<file path="src/rtl/clint_smp.sv">
// ============================================================================
// Module   : clint_smp
// Purpose  : Core-local interruptor (mtime, per-hart mtimecmp/msip) for SMP.
//            Optional tear-free mtime read: define CLINT_MTIME_SNAPSHOT_EN.
// Revision : 1.0
// ============================================================================
`default_nettype none

module clint_smp #(
  parameter int N_HARTS  = 1,
  parameter int TICK_DIV = 1
) (
  input  logic               CLK,
  input  logic               RST_X,
  input  logic               w_req,
  input  logic               w_we,
  input  logic [15:0]        w_addr,
  input  logic [31:0]        w_wdata,
  input  logic               w_tick_en,
  output logic               r_ack,
  output logic [31:0]        r_rdata,
  output logic               r_err,
  output logic [63:0]        w_mtime,
  output logic [N_HARTS-1:0] w_mtip,
  output logic [N_HARTS-1:0] w_msip
);

  localparam int c_PW = (TICK_DIV > 1) ? $clog2(TICK_DIV) : 1;
  localparam logic [c_PW-1:0] c_PMAX = c_PW'(TICK_DIV - 1);
  localparam logic [13:0] c_MTIME_LO_W = 14'h2FFE;
  localparam logic [13:0] c_MTIME_HI_W = 14'h2FFF;

  logic [c_PW-1:0]          r_presc;
  logic [63:0]              r_mtime;
  logic [63:0]              r_mtimecmp [N_HARTS];
  logic [N_HARTS-1:0]       r_msip;
  logic [N_HARTS-1:0]       r_mtip;

  logic                     w_tick;
  logic                     w_is_msip;
  logic                     w_is_cmp;
  logic                     w_is_mtlo;
  logic                     w_is_mthi;
  logic [N_HARTS-1:0]       w_msip_sel;
  logic [N_HARTS-1:0]       w_cmp_sel;
  logic                     w_mapped;
  logic                     w_wr;
  logic                     w_rd;
  logic [31:0]              w_rd_data;
  logic                     w_unused_addr;

`ifdef CLINT_MTIME_SNAPSHOT_EN
  logic [31:0]              r_snap;
  logic                     r_snap_vld;
`endif

  assign w_unused_addr = &{1'b0, w_addr[1:0]};

  assign w_tick    = w_tick_en && (r_presc == c_PMAX);
  assign w_is_msip = (w_addr[15:14] == 2'b00);
  assign w_is_cmp  = (w_addr[15:14] == 2'b01);
  assign w_is_mtlo = (w_addr[15:2] == c_MTIME_LO_W);
  assign w_is_mthi = (w_addr[15:2] == c_MTIME_HI_W);

  // Hart decode by equality so out-of-range indices simply select nothing.
  generate
    for (genvar h = 0; h < N_HARTS; h++) begin : g_hart
      assign w_msip_sel[h] = w_is_msip && (w_addr[13:2] == 12'(h));
      assign w_cmp_sel[h]  = w_is_cmp  && (w_addr[13:3] == 11'(h));
    end
  endgenerate

  assign w_mapped = (|w_msip_sel) || (|w_cmp_sel) || w_is_mtlo || w_is_mthi;
  assign w_wr     = w_req && w_we;
  assign w_rd     = w_req && !w_we;

  always_comb begin
    w_rd_data = 32'h0;
    for (int h = 0; h < N_HARTS; h++) begin
      if (w_msip_sel[h]) w_rd_data = {31'h0, r_msip[h]};
      if (w_cmp_sel[h])  w_rd_data = w_addr[2] ? r_mtimecmp[h][63:32] : r_mtimecmp[h][31:0];
    end
    if (w_is_mtlo) w_rd_data = r_mtime[31:0];
`ifdef CLINT_MTIME_SNAPSHOT_EN
    if (w_is_mthi) w_rd_data = r_snap_vld ? r_snap : r_mtime[63:32];
`else
    if (w_is_mthi) w_rd_data = r_mtime[63:32];
`endif
  end

  always_ff @(posedge CLK) begin
    if (RST_X) begin
      r_presc <= '0;
      r_mtime <= 64'h0;
    end else begin
      if (w_tick_en) r_presc <= w_tick ? '0 : r_presc + c_PW'(1);
      // A write to either half wins over a same-cycle tick.
      if (w_wr && w_is_mtlo)      r_mtime <= {r_mtime[63:32], w_wdata};
      else if (w_wr && w_is_mthi) r_mtime <= {w_wdata, r_mtime[31:0]};
      else if (w_tick)            r_mtime <= r_mtime + 64'd1;
    end
  end

  always_ff @(posedge CLK) begin
    if (RST_X) begin
      r_msip <= '0;
      r_mtip <= '0;
      for (int h = 0; h < N_HARTS; h++) r_mtimecmp[h] <= 64'hFFFF_FFFF_FFFF_FFFF;
    end else begin
      for (int h = 0; h < N_HARTS; h++) begin
        r_mtip[h] <= (r_mtime >= r_mtimecmp[h]);
        if (w_wr && w_msip_sel[h]) r_msip[h] <= w_wdata[0];
        if (w_wr && w_cmp_sel[h]) begin
          if (w_addr[2]) r_mtimecmp[h][63:32] <= w_wdata;
          else           r_mtimecmp[h][31:0]  <= w_wdata;
        end
      end
    end
  end

  always_ff @(posedge CLK) begin
    if (RST_X) begin
      r_ack   <= 1'b0;
      r_rdata <= 32'h0;
      r_err   <= 1'b0;
    end else begin
      r_ack   <= w_req;
      r_rdata <= w_rd ? w_rd_data : 32'h0;
      r_err   <= w_req && !w_mapped;
    end
  end

`ifdef CLINT_MTIME_SNAPSHOT_EN
  always_ff @(posedge CLK) begin
    if (RST_X) begin
      r_snap     <= 32'h0;
      r_snap_vld <= 1'b0;
    end else if (w_rd && w_is_mtlo) begin
      r_snap     <= r_mtime[63:32];
      r_snap_vld <= 1'b1;
    end else if ((w_rd && w_is_mthi) || (w_wr && (w_is_mtlo || w_is_mthi))) begin
      r_snap_vld <= 1'b0;
    end
  end
`endif

  assign w_mtime = r_mtime;
  assign w_mtip  = r_mtip;
  assign w_msip  = r_msip;

endmodule

`default_nettype wire

</file>
<file path="config.mk">
export PLATFORM = sky130hd
export DESIGN_NAME = clint_smp
export DESIGN_NICKNAME = d
export VERILOG_FILES = /design/src/rtl/clint_smp.sv
export SDC_FILE = /design/constraint.sdc
export NUM_CORES = 1
export LEC_CHECK = 0
export CAP_MARGIN = 5
export CORE_ASPECT_RATIO = 1.2
export CORE_MARGIN = 2
export CORE_UTILIZATION = 60
export CTS_BUF_LIST = sky130_fd_sc_hd__clkbuf_8
export CTS_CLUSTER_SIZE = 10
export DETAILED_ROUTE_END_ITERATION = 8
export GPL_TIMING_DRIVEN = 0
export PLACE_DENSITY_LB_ADDON = 0.08
export SETUP_SLACK_MARGIN = 0.5
export SYNTH_ARGS = -nofsm -noshare
export SYNTH_HDL_FRONTEND = slang
export SYNTH_SLANG_ARGS = --single-unit
</file>
<file path="constraint.sdc">
create_clock -name CLK -period 7.7 [get_ports CLK]
set_input_delay 1.54 -clock CLK [delete_from_list [all_inputs] [get_ports CLK]]
set_output_delay 1.54 -clock CLK [all_outputs]
set_load 0.1 [all_outputs]
</file>
* After elaboration in Yosys (flattened, before gate mapping)
Memories as Yosys holds them, arrays and structs flattened. Cells that the tools add are included.
Word-level totals: register bits after elaboration 101, bits in latches 0, memory bits (writable) 64, memory bits (read-only) 0, input port bits 53, output and inout bits 100, word-level logic and storage cells 67, memories kept 1
Memories:
- r_mtimecmp | depth 1, bits a word 64, read ports 1, clocked after Yosys merged registers in 0, wr ports 1, RTL line 35 | logic [63:0] r_mtimecmp [N_HARTS];
Operators by class: add/sub/neg operators 2, $mul 0, divide/modulo/power cells 0, magnitude comparators 1, equal/unequal tests 4, shifts and indexed selects 0, multiplexer cells 23, bitwise operators 3, reductions and logical operators 25
Operators with widths (count):
- $mux 64 | 4
- $mux 32 | 5
- $reduce_or 64->1 | 2
- $add 64x1->64 const B | 1
- $ge 64x64->1 | 1
- $eq 14x14->1 const B | 2
- $logic_not 12->1 | 1
- $mux 1 | 12
- $logic_not 11->1 | 1
- $logic_and 1x1->1 | 10
- $mux 2 | 2
- $reduce_and 2->1 | 2
- $reduce_bool 2->1 | 2
- $logic_or 1x1->1 | 3
- $not 1->1 | 3
- $eq 2x1->1 const B | 1
- $logic_not 1->1 | 2
- $logic_not 2->1 | 1
- $ne 2x2->1 const B | 1
- $reduce_or 2->1 | 1
- $add 1x1->1 const B | 1

* Logic depth before layout (Yosys ltp)
Gate-level depths: netlist of the first run.
depth after elaboration 9, mapped depth 8, depth with buffers taken out 8

* Worst setup path after synthesis of the first run
Ideal clock, no wire load.
path type input-to-reg, start in w_addr[10], end mem r_mtimecmp[0][0] (enable), setup time 470 ps, arrival 4783 ps, required time 7230 ps, path slack 2446 ps, stages 6, path buffers 1, path through nor4_1 > nand3_1 > inv_1 > nand2_1 > clkbuf_1 > o31ai_1
On the way: longest elaborated chain between the ends 9, elaborated cells on any way between the ends 13, classes of those cells mux (8); reduce/logical (5)
Ends and longest elaborated chain:
- start, declared | RTL line 17 | input logic [15:0] w_addr,
- $logic_not 11->1 * | RTL line 69 | assign w_cmp_sel[h] = w_is_cmp && (w_addr[13:3] == 11'(h));
- $logic_and 1x1->1 * | RTL line 69
- $logic_and 1x1->1 * | RTL line 113 | if (w_wr && w_cmp_sel[h]) begin
- $mux 1 | RTL line 113
- $mux 1 | RTL line 105 | if (RST_X) begin
- $mux 1 (implied by the code) | RTL line 114 | if (w_addr[2]) r_mtimecmp[h][63:32] <= w_wdata;
- $reduce_or 64->1 (no source line)
- $mux 2 (no source line)
- $mux 2 (no source line) *
- end, declared | RTL line 35
Every way passes the cells marked *; elsewhere a longest branch is shown, timed or not.

* Worst setup path in the final report of the first run
start in w_addr[4], end mem r_mtimecmp[0][15] (enable)
Same word-level chain as after synthesis.

==> metrics.cfg, run 1 <==
[setup_path]
critPathTopFamily=buffers and inverters
crit_chain=clkdlybuf4s50_1, nor4_1, nand3_1, inv_1, nand2_1, clkbuf_1, o31ai_4, buf_16
crit_arrival_ns=4.36
critical_path.startpoint_type=input port
worstPathMaxFanout=17
critPathCaptureType=flip-flop
worst-path-buf-inv=4
critPathKind=in2reg
crit_path_top_delay_cell=o31ai_4
critPathMaxStageDelay_ns=0.99
required_ns=7.89

[global_route]
grt_max_degree=18
use_met1=0.454
use_met2=0.618
met3_usage=0.0552
grt_pass1_wl_um=48200
grt_busiest_layer=met2
grt_pass1_vias=8790
antenna_found_initial=0
grt.total_usage=0.370
grt-ovfl-total=0

[power]
power.density_nw_per_um2=147
finalPower_uw=1770
leakage_uw=0.00465
peakVddDrop_mv=0.129

[timing]
max_freq_ghz=0.239
fin_crit_sh=0.542
period_minus_slack_ns=4.18
slew_headroom=0.0130
setup_ws_ns=3.52
fin_skew_ns=0.0137
worst_pin_slew_ns=1.47
drv_slew=0
hold_viol=0
grt_setup_unrepaired=no
setup_viol=0

[route]
avgRoutedWirePerCell_um=21.6
viasPerCell=6.33
drc=0
drtPass1Iterations=7
via_count=9206
drt-total-wl_um=31500
antenna_left=0
drtIter0Drc=833

[clock_tree]
h-tree-depth=4
cts_tree=yes
post_cts_buffers=0
insertion_delay_ns=0.48
cts.sinks=165
cts_root_buf=clkbuf_8
cts_buffers=17
clockBufferDepth=2
clk_pin_slew_ns=0.09
ctsResizeCount=0
cts_hold_buf=0

[floorplan]
fp.dieArea_um2=17200
ios=153
rows=50
dieHeight_um=143
die_w_um=120
initial_core_util=0.618
core_area_um2=15700

[synthesis]
synth_seq_cells=165
yosysTopAreaCellShare=0.208
post-synth-top-area-cell=dfxtp_1
synth_common_cells=111 x inv_1, 101 x dfxtp_1, 77 x o21ai_0
synthCells=1062
synth.most_common_cell=inv_1
ys_types=56
yosysSeqAreaShare=0.406
avgSynthCellArea_um2=9.14
synthFlopType=dfxtp_1
async_flop_share=0
yosysWarnings=0
synth_area_leaders=dfxtp_1 21%, edfxtp_1 20%, ha_1 8.4%
synth_edf_count=64
synthesis.area_um2=9700
synth_nets=1180

[final_layout]
n_antenna_cell=0
nets=1352
syn_to_final_growth_pct=23.5
fill_cells=1138
drive_gt1_frac=0.0457

[job]
cap_violations=1

[placement]
io_buffers=149
gp_congestion=0.976
hpwl_um=23800
post-place-ws_ns=3.05

[run_status]
violations=max-capacitance violations
status=finished, violations left

[worst_hold_path]
hold_class=reg2reg

-- registers in the layout (all words and copies together) (netlist names) --
name	count
r_mtimecmp	64
r_rdata	32
w_mtime	64
w_mtip	1
r_presc	1
w_msip	1
r_ack	1
r_err	1
-- kinds of logic after synthesis --
logic type | count (synthesis) | share of synthesized area
flip-flops | 165 | 0.406
multiplexers | 67 | 0.0691
AO/OA/AOI/OAI | 225 | 0.146
adder cells (fa/ha/maj) | 65 | 0.0838
AND/OR/NAND/NOR | 320 | 0.181
XOR/XNOR | 52 | 0.0469
buffers and inverters | 168 | 0.0659
-- layer usage --
metal / up-vias / routed length (µm) / part of all wire
met5: - / 0 / 0
met4: 0 / 1890 / 0.060
met3: 117 / 2790 / 0.088
met2: 548 / 15200 / 0.48
met1: 4341 / 11600 / 0.37
li1: 4200 / - / -
-- cell usage in the layout, fill, tap and decap left out, types with 4 or more instances in the layout --
cell	instances
nand3_1	37
nand2_1	52
nor3_1	15
mux2i_1	67
nor2_1	70
clkbuf_8	18
inv_1	113
clkbuf_1	45
ha_1	65
buf_1	10
or3_1	7
nor3_2	8
xnor2_1	25
and2_1	38
and4_1	7
or4_1	4
dfxtp_1	101
nand4_1	32
clkdlybuf4s50_1	149
a311oi_1	6
edfxtp_1	64
and3_1	8
nor4_1	22
o22ai_1	31
xor2_1	27
a21oi_1	28
a221oi_1	4
o21ai_0	77
a31oi_1	4
a211oi_1	53
-- path summary, 6_finish.rpt --
kind	start	slack [ns]	endpoint	depth (start not counted)
hold reg to reg	r_presc	0.50	r_presc	1
setup / recovery	w_addr[4]	3.52	r_mtimecmp[0][15]	8
setup reg to reg	w_mtime[0]	4.72	w_mtip	8
hold / removal	r_presc	0.50	r_presc	1
-- report_power, final --
group          switching [µW]  internal [µW]  leakage, µW
Clock                     343            326     0.000205
Combinational             101           61.6      0.00299
Sequential               11.8            923      0.00146
Total                     456           1310      0.00465
-- per-stage QoR --
step	utilization	instances	hold slack [ns]	TNS (ns)	area [µm²]
floorplan	-	1062	0.470	0	9700
global placement	0.729	1419	0.480	-4.06	11500
detailed placement	0.737	1423	0.486	0	11600
CTS	0.763	1455	0.498	0	12000
global route	0.763	1455	0.510	0	12000
finish	0.763	1455	0.502	0	12000
-- cell type report --
type,instances,area [µm²],area share
Clock buffer,18,248,0.0207
Multi-Input combinational cell,729,5150,0.430
Tap cell,208,260,0.0217
Clock inverter,14,160,0.0134
Sequential cell,165,3940,0.329
Buffer,57,223,0.0186
Timing Repair Buffer,153,1580,0.132
Inverter,111,417,0.0348
Power figures use the tool's default switching activity.
==> inputs of run 2 (changes only) <==
--- a/config.mk
+++ b/config.mk
@@ -8,7 +8,7 @@
 export CAP_MARGIN = 5
 export CORE_ASPECT_RATIO = 1.2
 export CORE_MARGIN = 2
-export CORE_UTILIZATION = 60
+export CORE_UTILIZATION = 51
 export CTS_BUF_LIST = sky130_fd_sc_hd__clkbuf_8
 export CTS_CLUSTER_SIZE = 10
 export DETAILED_ROUTE_END_ITERATION = 8
==> constraint.sdc (replaced) <==
create_clock -name CLK -period 3.4 [get_ports CLK]
set_input_delay 0.68 -clock CLK [delete_from_list [all_inputs] [get_ports CLK]]
set_output_delay 0.68 -clock CLK [all_outputs]
set_load 0.1 [all_outputs]
==> run 2 against run 1 <==
Sequential share of layout area fell by 0.31 points. Clock-buffer cell count down 1. Setup slack worse by 3.0 ns. Cell count increased by 3.8%. Largest power group unchanged. Sequential cell count did not move. Via count decreased by 2.3%. The run now ends clean. Wire length is 1.0% higher. Utilization shrank 11 points. Power increased by 120%. Hold slack better by 0.020 ns. First-iteration DRC count is 6.2% lower. Highest routed layer unchanged.
==> metrics.cfg, run 2 (synthesis gave the netlist of run 1 again) <==
[run_status]
status=complete, no violations

[floorplan]
rows=55  ; +10%
fp.dieArea_um2=20100  ; +17%
die_w_um=130  ; +8.2%
dieHeight_um=155  ; +8.2%
ios=153  ; unchanged
core_area_um2=18800  ; +20%
initial_core_util=0.516  ; -0.101

[route]
avgRoutedWirePerCell_um=21.0  ; -2.7%
drt-total-wl_um=31800  ; +1.0%
viasPerCell=5.95  ; -5.9%
via_count=8997  ; -2.3%
drtPass1Iterations=5  ; -2
antenna_left=0  ; unchanged
drtIter0Drc=781  ; -6.2%
drc=0  ; unchanged

[final_layout]
final_cell_mix=129 x clkdlybuf4s50_1, 111 x inv_1, 77 x o21ai_0, 71 x dfxtp_1, 70 x nor2_1
n_antenna_cell=0  ; unchanged
drive_gt1_frac=0.0892  ; +0.0435
mostFrequentLayoutCell=clkdlybuf4s50_1
nets=1360  ; +0.59%
syn_to_final_growth_pct=25.8
design_area_um2=12200  ; +1.9%

[global_route]
antenna_found_initial=0  ; unchanged
grt-ovfl-total=0  ; unchanged
grt_pass1_wl_um=48400  ; +0.30%
grt_busiest_layer=met2
met3_usage=0.0437  ; -0.0115
use_met2=0.540  ; -0.0783
grt_max_degree=17  ; -1
grt_pass1_vias=8716  ; -0.84%
use_met1=0.393  ; -0.0610
grt.total_usage=0.320  ; -0.0506

[timing]
fin_crit_sh=0.842
grt_setup_unrepaired=yes
period_minus_slack_ns=2.86
max_freq_ghz=0.349
hold_viol=0  ; unchanged
drv_slew=0  ; unchanged
fin_setup_tns_ns=0  ; unchanged
fin_skew_ns=0.0126  ; -0.00114 ns
slew_headroom=0.242  ; +0.229
setup_viol=0  ; unchanged
worst_pin_slew_ns=1.13  ; -0.335 ns

[clock_tree]
cts_hold_buf=0  ; unchanged
clk_pin_slew_ns=0.10  ; about the same
cts_buffers=17  ; unchanged
insertion_delay_ns=0.48  ; about the same
h-tree-depth=4  ; unchanged
clockBufferDepth=2  ; unchanged
cts_tree=yes
cts_root_buf=clkbuf_8
cts.sinks=165  ; unchanged

[setup_path]
required_ns=3.76  ; -4.13 ns
r2r_slack_ns=0.54  ; -4.18 ns
critical_path.startpoint_type=flip-flop
critPathCaptureType=flip-flop
endpoint=w_mtip
worst_r2r_path_depth=8  ; unchanged
critPathKind=reg2reg
timing.rr.end=w_mtip
cp-startpoint=w_mtime[0]
r2r_start=w_mtime[0]
worstPathMaxFanout=6  ; -11
crit_arrival_ns=3.23  ; -1.13 ns

[power]
power.density_nw_per_um2=320  ; +120%
leakage_uw=0.00502  ; +7.8%
peakVddDrop_mv=0.293  ; +130%

[placement]
hpwl_um=24200  ; +1.7%
placed_area_um2=11700  ; +0.74%
gp_congestion=0.950  ; -2.7%
io_buffers=149  ; unchanged

[worst_hold_path]
hold_class=reg2reg

[job]
cap_violations=0  ; -1

## run 2: changes by cell type in the layout (fill, tap and decap cells not counted), sizes merged
cell / previous run / this run
clkbuf: 63 / 60
bufinv: 3 / 1
clkinv: 5 / 7
dlygate4sd2: 0 / 7
dlymetal6s2s: 0 / 13
buf: 16 / 26
clkdlybuf4s50: 149 / 129
clkinvlp: 3 / 1
inv: 114 / 117
## run 2: metrics by stage
stage          worst slack, ns  std cells  power (µW)  hold WS, ns   util
4_1_cts                  0.504       1506        3900        0.509  0.643
5_1_grt                  0.483       1511        4020        0.533  0.650
6_report                 0.536       1511        3910        0.522  0.650
3_3_place_gp             -2.00       1467        2510        0.483  0.615
2_1_floorplan         -0.00535       1062        2350        0.470      -
3_5_place_dp            -0.447       1471        2520        0.497  0.621
## run 2: layer usage
| layer | up-vias | share of wire |
|---|---|---|
| li1 | 4221 | - |
| met1 | 4242 | 0.40 |
| met5 | - | 0 |
| met4 | 0 | 0.049 |
| met3 | 92 | 0.063 |
| met2 | 442 | 0.49 |
## run 2: worst min path at each step
stage	cells after the start	to	from	slack, ns
final	1	r_presc	r_presc	0.52
after global routing	1	r_presc	r_presc	0.53
after CTS	1	r_presc	r_presc	0.51
after detailed placement	1	r_presc	r_presc	0.50
after global placement	1	r_presc	r_presc	0.48
after floorplan	1	r_presc	r_presc	0.47
## run 2: repair_timing
item / in CTS / in global routing
resized for setup: 14 / 29
buffers inserted: 3 / 5
hold endpoints to repair: 0 / 0
gates cloned: 0 / 0
setup endpoints to repair: 157 / 119
pin swaps: 2 / 2
## run 2: area by class of cell
| type | instances | area, µm² |
|---|---|---|
| well taps | 256 | 320 |
| fillers | 1619 | 6580 |
| repair buffers | 161 | 1660 |
| clock buffers | 17 | 234 |
| clock inverters | 15 | 145 |
| multi-input cells | 729 | 5220 |
| plain buffers | 57 | 230 |
| flip-flops and latches | 165 | 3980 |
| inverters | 111 | 417 |
## run 2: power by group
group | internal [µW] | switching, µW
clock network | 597 | 819
registers | 2090 | 26.5
logic | 142 | 234
## run 2: worst max-delay path, cell delays in order, from the launching register on
cell       delay (ns)
dfxtp_2          0.41
inv_1            0.06
ha_1             0.28
nand2b_1         0.15
a2111oi_1        1.02
o32a_1           0.30
nand4b_1         0.20
a31oi_1          0.21
o21ai_0          0.11
==> RTL edit 1 (flow settings as in run 2) <==
The output `r_err` loses its register stage (`r_err` becomes a continuous assignment).
--- a/src/rtl/clint_smp.sv
+++ b/src/rtl/clint_smp.sv
@@ -124,3 +124,2 @@
       r_rdata <= 32'h0;
-      r_err   <= 1'b0;
     end else begin
@@ -128,5 +127,6 @@
       r_rdata <= w_rd ? w_rd_data : 32'h0;
-      r_err   <= w_req && !w_mapped;
     end
   end
+
+  assign r_err = w_req && !w_mapped;
 
Formal check against the unedited RTL: not equivalent (a bounded check fails within 4 cycles, from zero or initial values and one cycle with RST_X high).
==> RTL edit 1 against run 2 <==
  * Power increased by 1.1%
  * Cell area rose by 1.9%
  * Count of clock-buffer cells in the layout stayed put
  * Hold slack got worse by 0.030 ns
  * Via count up 17%
  * Setup slack worse by 0.10 ns
  * Register-to-register slack better by 0.08 ns
  * Wire length is 27% higher
  * Global-route usage increased by 7.3 points
  * Largest power group unchanged
  * Cell count rose by 6.7%
  * Clock skew fell by 0.0021 ns
  * Area after synthesis is 1.3% higher
  * Sequential cell count shrank 1
==> RTL edit 1: results (changes against run 2) <==
[worst_setup_path]
r2r_slack_ns = 0.62  ; +0.08 ns
reg2reg_from = w_mtime[14]$_SDFFE_PP0P_
cp.arrival_ns = 3.36  ; +0.13 ns
crit_family = buffers and inverters
setup.worst_path.start = w_tick_en
critical_path.max_fanout = 10  ; +4
slowest_stage = nor4_1
max_stage_delay_ns = 0.94  ; -0.08 ns

[global_routing]
grt_pass1_vias = 10100  ; +16%
grtUsageMet3_pct = 8.40  ; +4.0 points
grt_usage_pct = 39.3  ; +7.3 points

[synth]
ys_seq_area_share_pct = 39.9  ; -0.74 points
syn_nets = 1277  ; +8.2%
syn_inst = 1159  ; +9.1%
synth_common_cells = o21ai_0, inv_1, dfxtp_1

[routing]
num_vias = 10500  ; +17%
first_pass_iters = 8  ; +3

[power_and_ir_drop]
p_sw_share_pct = 29.1  ; +1.4 points
comb_power_share_pct = 11.1  ; +1.5 points
ir_worst_vdd_v = 0.000241  ; -18%

[placement]
postPlaceCellArea_um2 = 11700  ; +0.75%
place_ws_ns = -1.39  ; -0.943 ns
hpwl_um = 30100  ; +24%
gp_congestion = 1.05  ; +10%

[cells_and_area]
layout.nets = 1461  ; +7.4%
final_layout_size_suffix_gt1_share_pct = 8.85  ; -0.075 points

[status]
status = completed

==> RTL edit 1: cell families after synthesis <==
group | after synthesis | synth area share, %
flip-flops | 164 | 39.9
XOR/XNOR | 30 | 2.67
buffers and inverters | 188 | 7.43
multiplexers | 6 | 0.624
adder cells (fa/ha/maj) | 65 | 8.27
AND/OR/NAND/NOR | 367 | 19.4
AO/OA/AOI/OAI | 339 | 21.7
==> RTL edit 1: final cells by class <==
class	count	area (um2)	share of cell area, %
Tap cell	256	320	2.57
Sequential cell	164	3940	31.7
Multi-Input combinational cell	808	5390	43.3
Clock inverter	15	131	1.06
Inverter	107	402	3.23
Timing Repair Buffer	164	1660	13.3
Buffer	81	363	2.92
Clock buffer	17	234	1.88
==> RTL edit 1: what timing repair did <==
| item | CTS | global route |
|---|---|---|
| setup buffers | 5 | 5 |
| endpoints found under the setup margin | 173 | 164 |
| gates resized for setup | 56 | 47 |
| gates cloned | 0 | 1 |
| pin swaps | 4 | 10 |
==> RTL edit 2 (flow settings as in run 2) <==
Without the edit above. Change the parameter `N_HARTS` from 1 to 2.
--- a/src/rtl/clint_smp.sv
+++ b/src/rtl/clint_smp.sv
@@ -9,3 +9,3 @@
 module clint_smp #(
-  parameter int N_HARTS  = 1,
+  parameter int N_HARTS  = 2,
   parameter int TICK_DIV = 1
Interface: changed (resized w_msip and w_mtip); port bits go from 153 to 155. The function was not compared with the original's and may differ.
==> RTL edit 2 against run 2 <==
  * Wire length grew 78%
  * Critical path type is now in -> reg
  * Power grew 59%
  * Die area grew 42%
  * Sequential cell count grew 66
  * Area after synthesis grew 43%
  * Clock power grew 84%
  * Cell area grew 41%
  * Setup slack lost 0.065 ns
  * Combinational power grew 40%
==> RTL edit 2: results (changes against run 2) <==
[status]
status = completed

[placement]
hpwl_um = 40500  ; +67%
postPlaceCellArea_um2 = 15900  ; +36%
gp_congestion = 1.01  ; +6.7%
placed_cells = 2022  ; +37%

[routing]
first_pass_iters = 9  ; +4
drtIter0Drc = 1704  ; +120%
dr_wl_met2_um = 27100  ; +74%
drt-met1-wl_um = 20600  ; +63%

[worst_setup_path]
reg2reg_to = w_mtip[0]$_SDFF_PP0_
crit_family = simple AND/OR/NAND/NOR gates
setup.worst_path.start = w_addr[2]
max_stage_delay_ns = 0.55  ; -0.47 ns
reg2reg_from = w_mtime[45]$_SDFFE_PP0P_
cp.arrival_ns = 3.36  ; +0.13 ns
reg2reg_depth = 7  ; -1
slowest_stage = or4_1

[synth]
syn_nets = 1713  ; +45%
synth_edf_count = 128  ; +100%
synth_flop_cell = edfxtp_1
yosysUniqueCellTypes = 66  ; +18%
synth_common_cells = inv_1, nand2_1, nor2_1
ys_seq_area_share_pct = 42.6  ; +1.9 points
avgSynthCellArea_um2 = 9.06  ; -0.78%

[power_and_ir_drop]
ir_worst_vdd_v = 0.000361  ; +23%
power.leakage_nw = 7.34  ; +46%
powerClk_w = 0.00261  ; +84%
powerSeq_w = 0.00308  ; +45%
netSwitchingPower_w = 0.00162  ; +50%

[clock_tree]
cts_max_path_buffers = 3  ; +1
clk_latency_ns = 0.55  ; +0.07 ns
clk_pin_slew_ns = 0.06  ; -0.04 ns
cts_buffers = 40  ; +23
cts-htree-levels = 2  ; -2

[cells_and_area]
layout.nets = 1926  ; +42%
final_layout_size_suffix_gt1_share_pct = 10.8  ; +1.8 points
instances_no_fill = 2115  ; +40%
nFillCells = 2350  ; +45%

[global_routing]
antenna_found_initial = 1  ; +1
grt_max_degree = 33  ; +16
grt_usage_pct = 38.9  ; +6.9 points

[sta]
skew_ns = 0.0211  ; +0.00853 ns
worstMarginPinSlew_ns = 0.999  ; -0.135 ns

RTL edit 2: changes by cell type after synthesis, sizes merged, moves of 53 or more:
| cell | before | now |
|---|---|---|
| a21oi | 28 | 81 |
| edfxtp | 64 | 128 |
| ha | 65 | 129 |
| mux2i | 67 | 5 |
| nand2 | 52 | 143 |
| nor2 | 70 | 130 |
RTL edit 2: worst max-delay path by stage:
stage                                   to  cells after the start
2_1_floorplan     w_mtime[42]$_SDFFE_PP0P_                      6
3_3_place_gp   r_mtimecmp[0][46]$_DFFE_PP_                      7
3_5_place_dp   r_mtimecmp[1][15]$_DFFE_PP_                      8
4_1_cts             r_rdata[20]$_SDFF_PP0_                      9
5_1_grt           w_mtime[19]$_SDFFE_PP0P_                      7
6_report          w_mtime[17]$_SDFFE_PP0P_                      7
RTL edit 2: final cells by class:
class                      instances  area, um2  area share, %
tap                              340        425           2.47
multi-input combinational       1078       7340           42.7
clock buffer                      43        592           3.44
buffer                            81        419           2.44
clock inverter                    29        210           1.22
sequential                       231       5950           34.6
timing repair buffer             166       1700           9.88
antenna                            1       2.50         0.0146
inverter                         146        548           3.19
RTL edit 2: logic make-up (layout without fill, tap and decap cells):
| logic type | count (synthesis) | in the layout | synth area share [%] |
|---|---|---|---|
| AO/OA/AOI/OAI | 403 | 403 | 19.4 |
| XOR/XNOR | 22 | 22 | 1.39 |
| adder cells (fa/ha/maj) | 129 | 129 | 11.6 |
| buffers and inverters | 227 | 465 | 6.21 |
| flip-flops | 231 | 231 | 42.6 |
| multiplexers | 6 | 6 | 0.442 |
| other | 0 | 1 | 0 |
| AND/OR/NAND/NOR | 513 | 518 | 18.3 |
RTL edit 2: worst reg2reg max path, stage by stage, from the launching register on:
cell and delay, ns:
dfxtp_1 0.42, ha_1 0.36, nand4_1 0.29, nor4_4 0.46
nand3_1 0.28, or3_1 0.38, o22a_1 0.20, a311oi_1 0.38
RTL edit 2: repair_timing:
action / 4_1_cts / 5_1_grt
endpoints found under the setup margin: 370 / 293
gates resized for setup: 90 / 50
buffers inserted: 9 / 6
gates cloned: 3 / 2
pin swaps: 3 / 5
RTL edit 2: layer usage:
| metal | vias to the layer above | track usage [%] |
|---|---|---|
| met2 | 789 | 65.8 |
| met3 | 234 | 6.47 |
| met5 | - | 0 |
| li1 | 6094 | - |
| met4 | 0 | 25.9 |
| met1 | 6500 | 45.6 |
RTL edit 2: through the flow:
step	setup TNS [ns]	power, W	hold WS, ns	worst slack [ns]	util, %
after floorplan	0	0.00336	0.463	0.476	-
after global placement	-343.24	0.00360	0.475	-1.31	59.0
after detailed placement	-238.61	0.00361	0.481	-1.11	59.1
after CTS	0	0.00620	0.489	0.480	63.2
after global routing	0	0.00638	0.518	0.475	63.8
final	0	0.00622	0.487	0.472	63.9
